[src/rtl/icache_axi_pkg.sv]
// ----------------------------------------------------------------------------
// icache_axi_pkg
//   Shared constants for the instruction-cache AXI read refill bridge:
//   AXI burst/response encodings, the one-hot bridge state encoding and the
//   line offset width (16-byte lines).
// ----------------------------------------------------------------------------
package icache_axi_pkg;

  localparam logic [1:0] AXI_BURST_INCR = 2'b01;
  localparam logic [1:0] AXI_RESP_OKAY  = 2'b00;

  // Byte offset bits inside a 16-byte cache line.
  localparam int LINE_OFF_BITS = 4;

  // One-hot state bit positions.
  localparam int ST_IDLE_BIT = 0;
  localparam int ST_AR_BIT   = 1;
  localparam int ST_R_BIT    = 2;

  typedef enum logic [2:0] {
    ST_IDLE = 3'b001,
    ST_AR   = 3'b010,
    ST_R    = 3'b100
  } bridge_state_e;

endpackage

[src/rtl/icache_axi_rd_bridge_watchdog.sv]
// ----------------------------------------------------------------------------
// bridge_watchdog
//   Wait-cycle counter with a sticky timeout flag. The counter restarts on
//   clear_i and advances on count_i; once LIMIT consecutive counted cycles
//   have elapsed, timeout_o is raised and held until reset.
// Ports:
//   clock, reset  clock and synchronous active-high reset
//   clear_i       restart the wait count (takes priority over count_i)
//   count_i       one waiting cycle elapsed
//   timeout_o     sticky timeout flag
// ----------------------------------------------------------------------------
module bridge_watchdog #(
  parameter int LIMIT = 1024
) (
  input  logic clock,
  input  logic reset,
  input  logic clear_i,
  input  logic count_i,
  output logic timeout_o
);

  localparam int CW = $clog2(LIMIT + 1);

  logic [CW-1:0] cnt_q, cnt_d;
  logic          flag_q, flag_d;

  always_comb begin
    cnt_d  = cnt_q;
    flag_d = flag_q;
    if (clear_i) begin
      cnt_d = '0;
    end else if (count_i) begin
      // Saturate so a long stall cannot wrap the counter.
      if (cnt_q != CW'(LIMIT)) cnt_d = cnt_q + CW'(1);
      if (cnt_q == CW'(LIMIT - 1)) flag_d = 1'b1;
    end
  end

  always_ff @(posedge clock) begin
    if (reset) begin
      cnt_q  <= '0;
      flag_q <= 1'b0;
    end else begin
      cnt_q  <= cnt_d;
      flag_q <= flag_d;
    end
  end

  assign timeout_o = flag_q;

endmodule

[src/rtl/icache_axi_rd_bridge.sv]
// ----------------------------------------------------------------------------
// icache_axi_rd_bridge
//   Refill engine behind the instruction cache. A one-cycle rd_req launches a
//   single AXI4 INCR read burst for the 16-byte line containing rd_addr; the
//   returned beats are streamed to the cache one cycle after each R beat on
//   ret_valid/ret_last/ret_data/ret_err (beat 0 = bytes [7:0], beat 1 =
//   bytes [15:8]).
// Ports:
//   clock, reset            clock, synchronous active-high reset
//   rd_req, rd_addr, rd_rdy cache refill request side
//   ret_valid/last/data/err returned beats to the cache
//   ar*                     AXI read address channel (fixed id/len/size/burst)
//   r*                      AXI read data channel (rready never back-pressures)
//   bridge_timeout          sticky watchdog flag
// Build option:
//   ICACHE_BRIDGE_WATCHDOG_EN  when defined, a bridge_watchdog raises
//   bridge_timeout after TIMEOUT_CYC cycles without progress in AR/R. When
//   undefined, bridge_timeout is tied low. Ports are identical in both builds.
// ----------------------------------------------------------------------------
module icache_axi_rd_bridge
  import icache_axi_pkg::*;
#(
  parameter int ADDR_W      = 32,
  parameter int DATA_W      = 64,
  parameter int BEATS       = 2,
  parameter int AXI_ID      = 0,
  parameter int TIMEOUT_CYC = 1024
) (
  input  logic              clock,
  input  logic              reset,
  // cache request side
  input  logic              rd_req,
  input  logic [ADDR_W-1:0] rd_addr,
  output logic              rd_rdy,
  // cache return side
  output logic              ret_valid,
  output logic              ret_last,
  output logic [DATA_W-1:0] ret_data,
  output logic              ret_err,
  // AXI AR channel
  output logic              arvalid,
  input  logic              arready,
  output logic [ADDR_W-1:0] araddr,
  output logic [3:0]        arid,
  output logic [7:0]        arlen,
  output logic [2:0]        arsize,
  output logic [1:0]        arburst,
  // AXI R channel
  input  logic              rvalid,
  output logic              rready,
  input  logic [DATA_W-1:0] rdata,
  input  logic [1:0]        rresp,
  input  logic              rlast,
  input  logic [3:0]        rid,
  // status
  output logic              bridge_timeout
);

  localparam int              CNT_W    = (BEATS > 1) ? $clog2(BEATS) : 1;
  localparam logic [CNT_W-1:0] LAST_CNT = CNT_W'(BEATS - 1);

  bridge_state_e     state_q, state_d;
  logic [ADDR_W-1:0] araddr_q, araddr_d;
  logic              arvalid_q, arvalid_d;
  logic              rready_q, rready_d;
  logic [CNT_W-1:0]  cnt_q, cnt_d;
  logic              ret_valid_q, ret_valid_d;
  logic              ret_last_q, ret_last_d;
  logic [DATA_W-1:0] ret_data_q, ret_data_d;
  logic              ret_err_q, ret_err_d;

  logic              r_beat;
  logic              final_beat;
  logic              unused_addr_bits;

  // The line offset is dropped when the request is latched.
  assign unused_addr_bits = ^rd_addr[LINE_OFF_BITS-1:0];

  // rd_rdy stays low through the cycle that delivers the final beat, so the
  // cache sees the whole line before it may issue the next miss.
  assign rd_rdy     = state_q[ST_IDLE_BIT] & ~ret_last_q;
  assign r_beat     = state_q[ST_R_BIT] & rvalid;
  assign final_beat = (cnt_q == LAST_CNT);

  always_comb begin
    state_d     = state_q;
    araddr_d    = araddr_q;
    arvalid_d   = arvalid_q;
    rready_d    = rready_q;
    cnt_d       = cnt_q;
    ret_data_d  = ret_data_q;
    ret_valid_d = 1'b0;
    ret_last_d  = 1'b0;
    ret_err_d   = 1'b0;

    unique case (state_q)
      ST_IDLE: begin
        if (rd_req && rd_rdy) begin
          araddr_d  = {rd_addr[ADDR_W-1:LINE_OFF_BITS], {LINE_OFF_BITS{1'b0}}};
          arvalid_d = 1'b1;
          state_d   = ST_AR;
        end
      end
      ST_AR: begin
        if (arready) begin
          arvalid_d = 1'b0;
          rready_d  = 1'b1;
          cnt_d     = '0;
          state_d   = ST_R;
        end
      end
      ST_R: begin
        if (rvalid) begin
          ret_valid_d = 1'b1;
          ret_data_d  = rdata;
          cnt_d       = cnt_q + CNT_W'(1);
          // An early rlast truncates the line; it is flagged as an error
          // through the rlast/final_beat disagreement.
          ret_err_d   = (rresp != AXI_RESP_OKAY) | (rid != 4'(AXI_ID)) |
                        (rlast != final_beat);
          ret_last_d  = final_beat | rlast;
          if (final_beat || rlast) begin
            rready_d = 1'b0;
            state_d  = ST_IDLE;
          end
        end
      end
      default: begin
        arvalid_d = 1'b0;
        rready_d  = 1'b0;
        state_d   = ST_IDLE;
      end
    endcase
  end

  always_ff @(posedge clock) begin
    if (reset) begin
      state_q     <= ST_IDLE;
      araddr_q    <= '0;
      arvalid_q   <= 1'b0;
      rready_q    <= 1'b0;
      cnt_q       <= '0;
      ret_valid_q <= 1'b0;
      ret_last_q  <= 1'b0;
      ret_data_q  <= '0;
      ret_err_q   <= 1'b0;
    end else begin
      state_q     <= state_d;
      araddr_q    <= araddr_d;
      arvalid_q   <= arvalid_d;
      rready_q    <= rready_d;
      cnt_q       <= cnt_d;
      ret_valid_q <= ret_valid_d;
      ret_last_q  <= ret_last_d;
      ret_data_q  <= ret_data_d;
      ret_err_q   <= ret_err_d;
    end
  end

  assign arvalid   = arvalid_q;
  assign araddr    = araddr_q;
  assign arid      = 4'(AXI_ID);
  assign arlen     = 8'(BEATS - 1);
  assign arsize    = 3'($clog2(DATA_W / 8));
  assign arburst   = AXI_BURST_INCR;
  assign rready    = rready_q;
  assign ret_valid = ret_valid_q;
  assign ret_last  = ret_last_q;
  assign ret_data  = ret_data_q;
  assign ret_err   = ret_err_q;

`ifdef ICACHE_BRIDGE_WATCHDOG_EN
  logic wd_clear;
  logic wd_count;

  // Restart on entering AR or R and on every accepted beat; any other
  // cycle spent outside IDLE is a wait cycle.
  assign wd_clear = ((state_d != state_q) && (state_d != ST_IDLE)) || r_beat;
  assign wd_count = ~state_q[ST_IDLE_BIT];

  bridge_watchdog #(
    .LIMIT (TIMEOUT_CYC)
  ) u_watchdog (
    .clock     (clock),
    .reset     (reset),
    .clear_i   (wd_clear),
    .count_i   (wd_count),
    .timeout_o (bridge_timeout)
  );
`else
  // Tied low; TIMEOUT_CYC is referenced only to keep one parameter list
  // across both builds.
  assign bridge_timeout = 1'b0 & (TIMEOUT_CYC == 0);
`endif

endmodule
[config.mk]
export PLATFORM = sky130hd
export DESIGN_NAME = icache_axi_rd_bridge
export DESIGN_NICKNAME = d
export VERILOG_FILES = /design/src/rtl/icache_axi_pkg.sv /design/src/rtl/icache_axi_rd_bridge_watchdog.sv /design/src/rtl/icache_axi_rd_bridge.sv
export SDC_FILE = /design/constraint.sdc
export NUM_CORES = 1
export LEC_CHECK = 0
export ABC_CLOCK_PERIOD_IN_PS = 1240
export CAP_MARGIN = 20
export CORE_MARGIN = 1.5
export CORE_UTILIZATION = 50
export DETAILED_ROUTE_END_ITERATION = 12
export DONT_BUFFER_PORTS = 1
export PLACE_DENSITY = 0.65
export SYNTH_ARGS = -nofsm -noshare
export SYNTH_HDL_FRONTEND = slang
export SYNTH_HIERARCHICAL = 1
export SYNTH_SLANG_ARGS = --single-unit
[constraint.sdc]
create_clock -name clock -period 1.24 [get_ports clock]
set_input_delay 0.31 -clock clock [delete_from_list [all_inputs] [get_ports clock]]
set_output_delay 0.31 -clock clock [all_outputs]
set_load 0.02 [all_outputs]
# Yosys cells after proc, flatten, opt, wreduce, memory -nomap -nowiden
# Cells that the tools add are included.
[word_totals]
register_bits = 101
output_inout_bits = 120
input_bits = 108
wordCells = 54
[classes]
bitwise_logic = 8
n_reduce_logical = 13
n_mux = 15
addsub = 1
n_eq_ne = 8
[ops]
columns = ["op", "count"]
rows = [
  ["3-bit two-way mux", 4],
  ["3-bit case mux with 3 select lines", 1],
  ["2-bit inequality test, second input constant", 4],
  ["4-bit AND reduction", 2],
  ["1-bit two-way mux", 7],
  ["1-bit case mux with 3 select lines", 2],
  ["3-bit AND reduction", 2],
  ["1-bit inverter", 4],
  ["2-bit AND reduction", 2],
  ["2-bit nonzero test", 2],
  ["4-bit nonzero test", 1],
  ["3-bit by 1-bit equality test with 1-bit output, second input constant", 1],
  ["3-bit by 2-bit equality test with 1-bit output, second input constant", 1],
  ["3-bit equality test, second input constant", 1],
  ["1-bit bitwise OR", 3],
  ["3-bit OR reduction", 1],
  ["1-bit case mux with 2 select lines", 1],
  ["2-bit OR reduction", 1],
  ["1-bit adder, second input constant", 1],
  ["1-bit AND", 1],
  ["1-bit logical AND", 1],
  ["1-bit logical OR", 1],
  ["1-bit inequality test", 1],
]

# Depth between registers and ports, before layout
[logic_depth]
depth_word = 5
depth_mapped = 7
ltp_nobuf = 5

# Worst setup path before layout
# Ideal clock, no wire load.
[synth_path]
path_kind = "reg2reg"
start = "reg ret_last_q, in the netlist ret_last"
end = "reg araddr_q[11], in the netlist araddr[11]"
path_stages_with_launch = 5
setup_time_ps = 72
required_time_ps = 1168
t_arrival_ps = 1239
period_less_slack_ps = 1310
path_buffers = 1
path_slack_ps = -70
path_cell_list = "dfxtp_1 > nand4bb_4 > nor2_8 > buf_6 > mux2i_1"
[synth_between]
elab_chain_len = 4
[synth_lines]
columns = ["element", "line", "source"]
rows = [
  ["start: declaration", "icache_axi_rd_bridge.sv:68", "logic ret_last_q, ret_last_d;"],
  ["start signal: assignment", "icache_axi_rd_bridge.sv:154", "ret_last_q <= ret_last_d;"],
  ["1-bit inverter", "icache_axi_rd_bridge.sv:81", "assign rd_rdy = state_q[ST_IDLE_BIT] & ~ret_last_q;"],
  ["1-bit AND", "icache_axi_rd_bridge.sv:81", ""],
  ["1-bit logical AND", "icache_axi_rd_bridge.sv:98", "if (rd_req && rd_rdy) begin"],
  ["2-bit AND reduction (no line)", "--", ""],
  ["end signal: assignment", "icache_axi_rd_bridge.sv:149", "araddr_q <= araddr_d;"],
  ["end: declaration", "icache_axi_rd_bridge.sv:63", "logic [ADDR_W-1:0] araddr_q, araddr_d;"],
]
# Every way passes these cells.
# A chain may end at the register's enable or synchronous reset.

# Final worst setup path
[layout_path]
start = "reg state_q[0]"
end = "reg ret_data_q[15], in the netlist ret_data[15]"
[layout_between]
elab_chain_len = 2
[layout_lines]
columns = ["element", "line", "source"]
rows = [
  ["start: declaration", "icache_axi_rd_bridge.sv:62", "bridge_state_e state_q, state_d;"],
  ["start signal: assignment", "icache_axi_rd_bridge.sv:148", "state_q <= state_d;"],
  ["3-bit equality test", "icache_axi_rd_bridge.sv:96", "unique case (state_q)"],
  ["2-bit AND reduction (no line)", "--", ""],
  ["end signal: assignment", "icache_axi_rd_bridge.sv:155", "ret_data_q <= ret_data_d;"],
  ["end: declaration", "icache_axi_rd_bridge.sv:69", "logic [DATA_W-1:0] ret_data_q, ret_data_d;"],
]
# Every way passes these cells.

==> impl_results.md <==
* CTS tree: built
* CP Capture Type: register
* Worst vdd ir at 0.0006295 V
* Post-Route WL at 10.19 mm
* Global route overflow at 0
* Total GRT Usage at 19.80%
* #FFs+latches synth at 101
* Failing checks: negative setup slack
* Tmin final at 1.427 ns
* Clk slew on worst S/H paths at 0.09 ns
* First-pass GRT wire length at 13.72 mm
* CP Cell Sequence: buf_6 -> and4bb_4 -> buf_12 -> clkbuf_16 -> nand2_4 -> a21oi_2
* CTS buffer count at 9
* Ys flop type: dfxtp_1
* Maximum fanout along the worst path at 6
* Critical Path Max Stage Delay at 0.39 ns
* Initial DRT Pass Iterations at 4
* Fmax at 0.7005 GHz
* CTS sink count at 101
* Worst Tran Pin Value at 0.6741 ns
* Setup violations, final at 93
* Clock latency on the worst-skew pair at 0.36 ns
* Most frequent cells in the layout: 107 x nand2_1, 97 x dfxtp_1, 58 x nand2b_1
* Vias per std cell at 5.251
* Core footprint at 8217 µm²
* Status: finished with violations
* Avg Cell Area, Syn at 8.892 µm²
* Most common cell after layout, fill and taps aside: nand2_1
* Antenna fix cells at 0
* Rel. slew slack at 54.91%
* Cell variety after synth at 35
* Worst Setup Slack, final at -0.1875 ns
* CTS root buf: clkbuf_8
* Drt drc at 0
* Via count at 3,182
* Yosys Warn Count at 6
* RSZ-0062 raised after global routing: yes
* Setup Crit Path Kind: register to register
* Placed Area at 4275 µm²
* Post-synth EDFFs at 0
* Layout cells sized above 1 at 26.75%
* Final Cycle Share at 115.1%
* Final ANT Viol Nets at 0
* Clock Path Buffers at 2
* DR WL/cell at 16.81 µm
* Cell area after synthesis at 4242 µm²
* Height of the die at 95.11 µm
* Worst min-delay path class: primary input to register
* Critical Path AT at 1.72 ns
* Largest net degree at the start of global routing at 120
* Max cap viols at 0
* GPL Wtd Cong at 0.7616
* Initial DRC count at 104
* Post-synth ARST share at 0%
* DIE WIDTH at 95.11 µm
* Setup crit start kind: register
* Max Clock Skew at 0.01708 ns
* Syn Inst Count at 477
* CP Data Required Time at 1.53 ns
* Final Hold Fails at 0
* Leak at 1.850 nW
* Starting Density at 51.62%
* Nets at 606
* Register area share after synthesis at 47.67%
* Row count at 33
* Crit-path slowest cell: and4bb_4
* Initial antenna violation count at 0
* Post-Layout Inst Area at 5116 µm²
* Area Growth Syn to Fin at 20.62%
* H-tree lvl count at 3
* Post-detail-place hpwl at 5.760 mm
* Pwr dens at 1181 nW/µm²
* IO Count at 228
* Vias in the first global route at 2,831
* Fin util at 62.27%
* Max-slew violations at 0
* IO buf count at 0
* Die area at 9045 µm²
## kinds of logic (layout without fill, tap and decap cells)
logic type,Yosys count,in the layout,synth area share (%)
and+or+nand+nor,212,212,24.60
DFF,101,101,47.67
AOI/OAI and AO/OA,75,75,10.56
buffers and inverters,58,62,10.09
muxes,28,28,6.608
other,2,22,0.1771
adders and majority gates,1,1,0.2949
## synthesized netlist by cell type, drive strengths merged, types with 2 or more instances
library cell  instances  area, µm²
nor2b                 4      25.02
nor4                  2      12.51
nor3                  5      25.02
inv                   2      7.510
mux2i                28      280.3
nor2                  4      31.28
buf                  45      379.1
nand2b               58      362.9
o21ai                 2      10.01
dfxtp               101       2022
a21oi                67      387.9
nand4bb               2      38.79
nand2               130      488.0
clkbuf               11      41.29
conb                  2      7.510
## sequential cells by signal, summed over array words and instances (netlist names)
name,flops
ret_data,64
arvalid,1
cnt_q,1
rready,1
ret_err,1
ret_last,1
ret_valid,1
araddr,28
state_q,3
## cell type report
class	count	area, µm²
Inverter	2	7.507
Timing Repair Buffer	45	621.8
Fill cell	702	3100
Sequential cell	101	2032
Tap cell	105	131.4
Clock buffer	10	137.6
Multi-Input combinational cell	338	2126
Clock inverter	5	60.06
## worst max-delay path, delay by kind of cell, from the launching register on
family | cells | cell delay [ns]
flops | 1 | 0.36
buf+inv | 3 | 0.43
simple gates | 2 | 0.44
compound gates | 1 | 0.13
## metal layers
| metal | GRT usage, % | up-vias | part of all wire (%) |
|---|---|---|---|
| met1 | 23.56 | 1490 | 40 |
| met2 | 33.22 | 136 | 50 |
| met3 | 5.662 | 13 | 7.8 |
| li1 | - | 1543 | - |
| met5 | 0 | - | 0 |
| met4 | 8.333 | 0 | 1.7 |
## power by group
group | total, W | leakage [nW] | switching, W | internal [W]
combinational | 0.000480 | 0.931 | 0.000229 | 0.000251
clock | 0.00209 | 0.0987 | 0.00111 | 0.000985
sequential | 0.00347 | 0.820 | 0.000150 | 0.00332
total | 0.00604 | 1.85 | 0.00149 | 0.00456
## final timing paths
kind         depth (start not counted)                      start                        end  slack, ns
max                                  6    state_q[0]$_SDFFE_PP1P_  ret_data[15]$_SDFFE_PP0P_      -0.19
max reg2reg                          6    state_q[0]$_SDFFE_PP1P_  ret_data[15]$_SDFFE_PP0P_      -0.19
min                                  1                      reset       arvalid$_SDFFE_PP0P_       0.02
min reg2reg                          2  ret_data[38]$_SDFFE_PP0P_  ret_data[38]$_SDFFE_PP0P_       0.56
## metrics by stage
step / TNS (ns) / hold WS [ns] / total power [W] / worst slack, ns / instances
finish: -8.799 / 0.01936 / 0.006043 / -0.1875 / 606
global route: -13.85 / -0.005302 / 0.006296 / -0.2055 / 606
CTS: -10.16 / 0.0007834 / 0.006087 / -0.1636 / 599
detailed placement: -0.5601 / 0.3838 / 0.003919 / -0.05290 / 565
global placement: 0 / 0.3846 / 0.003906 / 0.01284 / 565
floorplan: -0.2353 / 0.4460 / 0.003947 / -0.01177 / 497
## timing repair
item / in CTS / in global routing
cloned: 6 / 5
setup endpoints to repair: 65 / 101
hold buffers: 3 / 1
gates resized for setup: 21 / 68
buffers inserted: 10 / 5
endpoints found under the hold margin: 10 / 5
pin swaps: 2 / 26
Power figures use the tool's default switching activity.
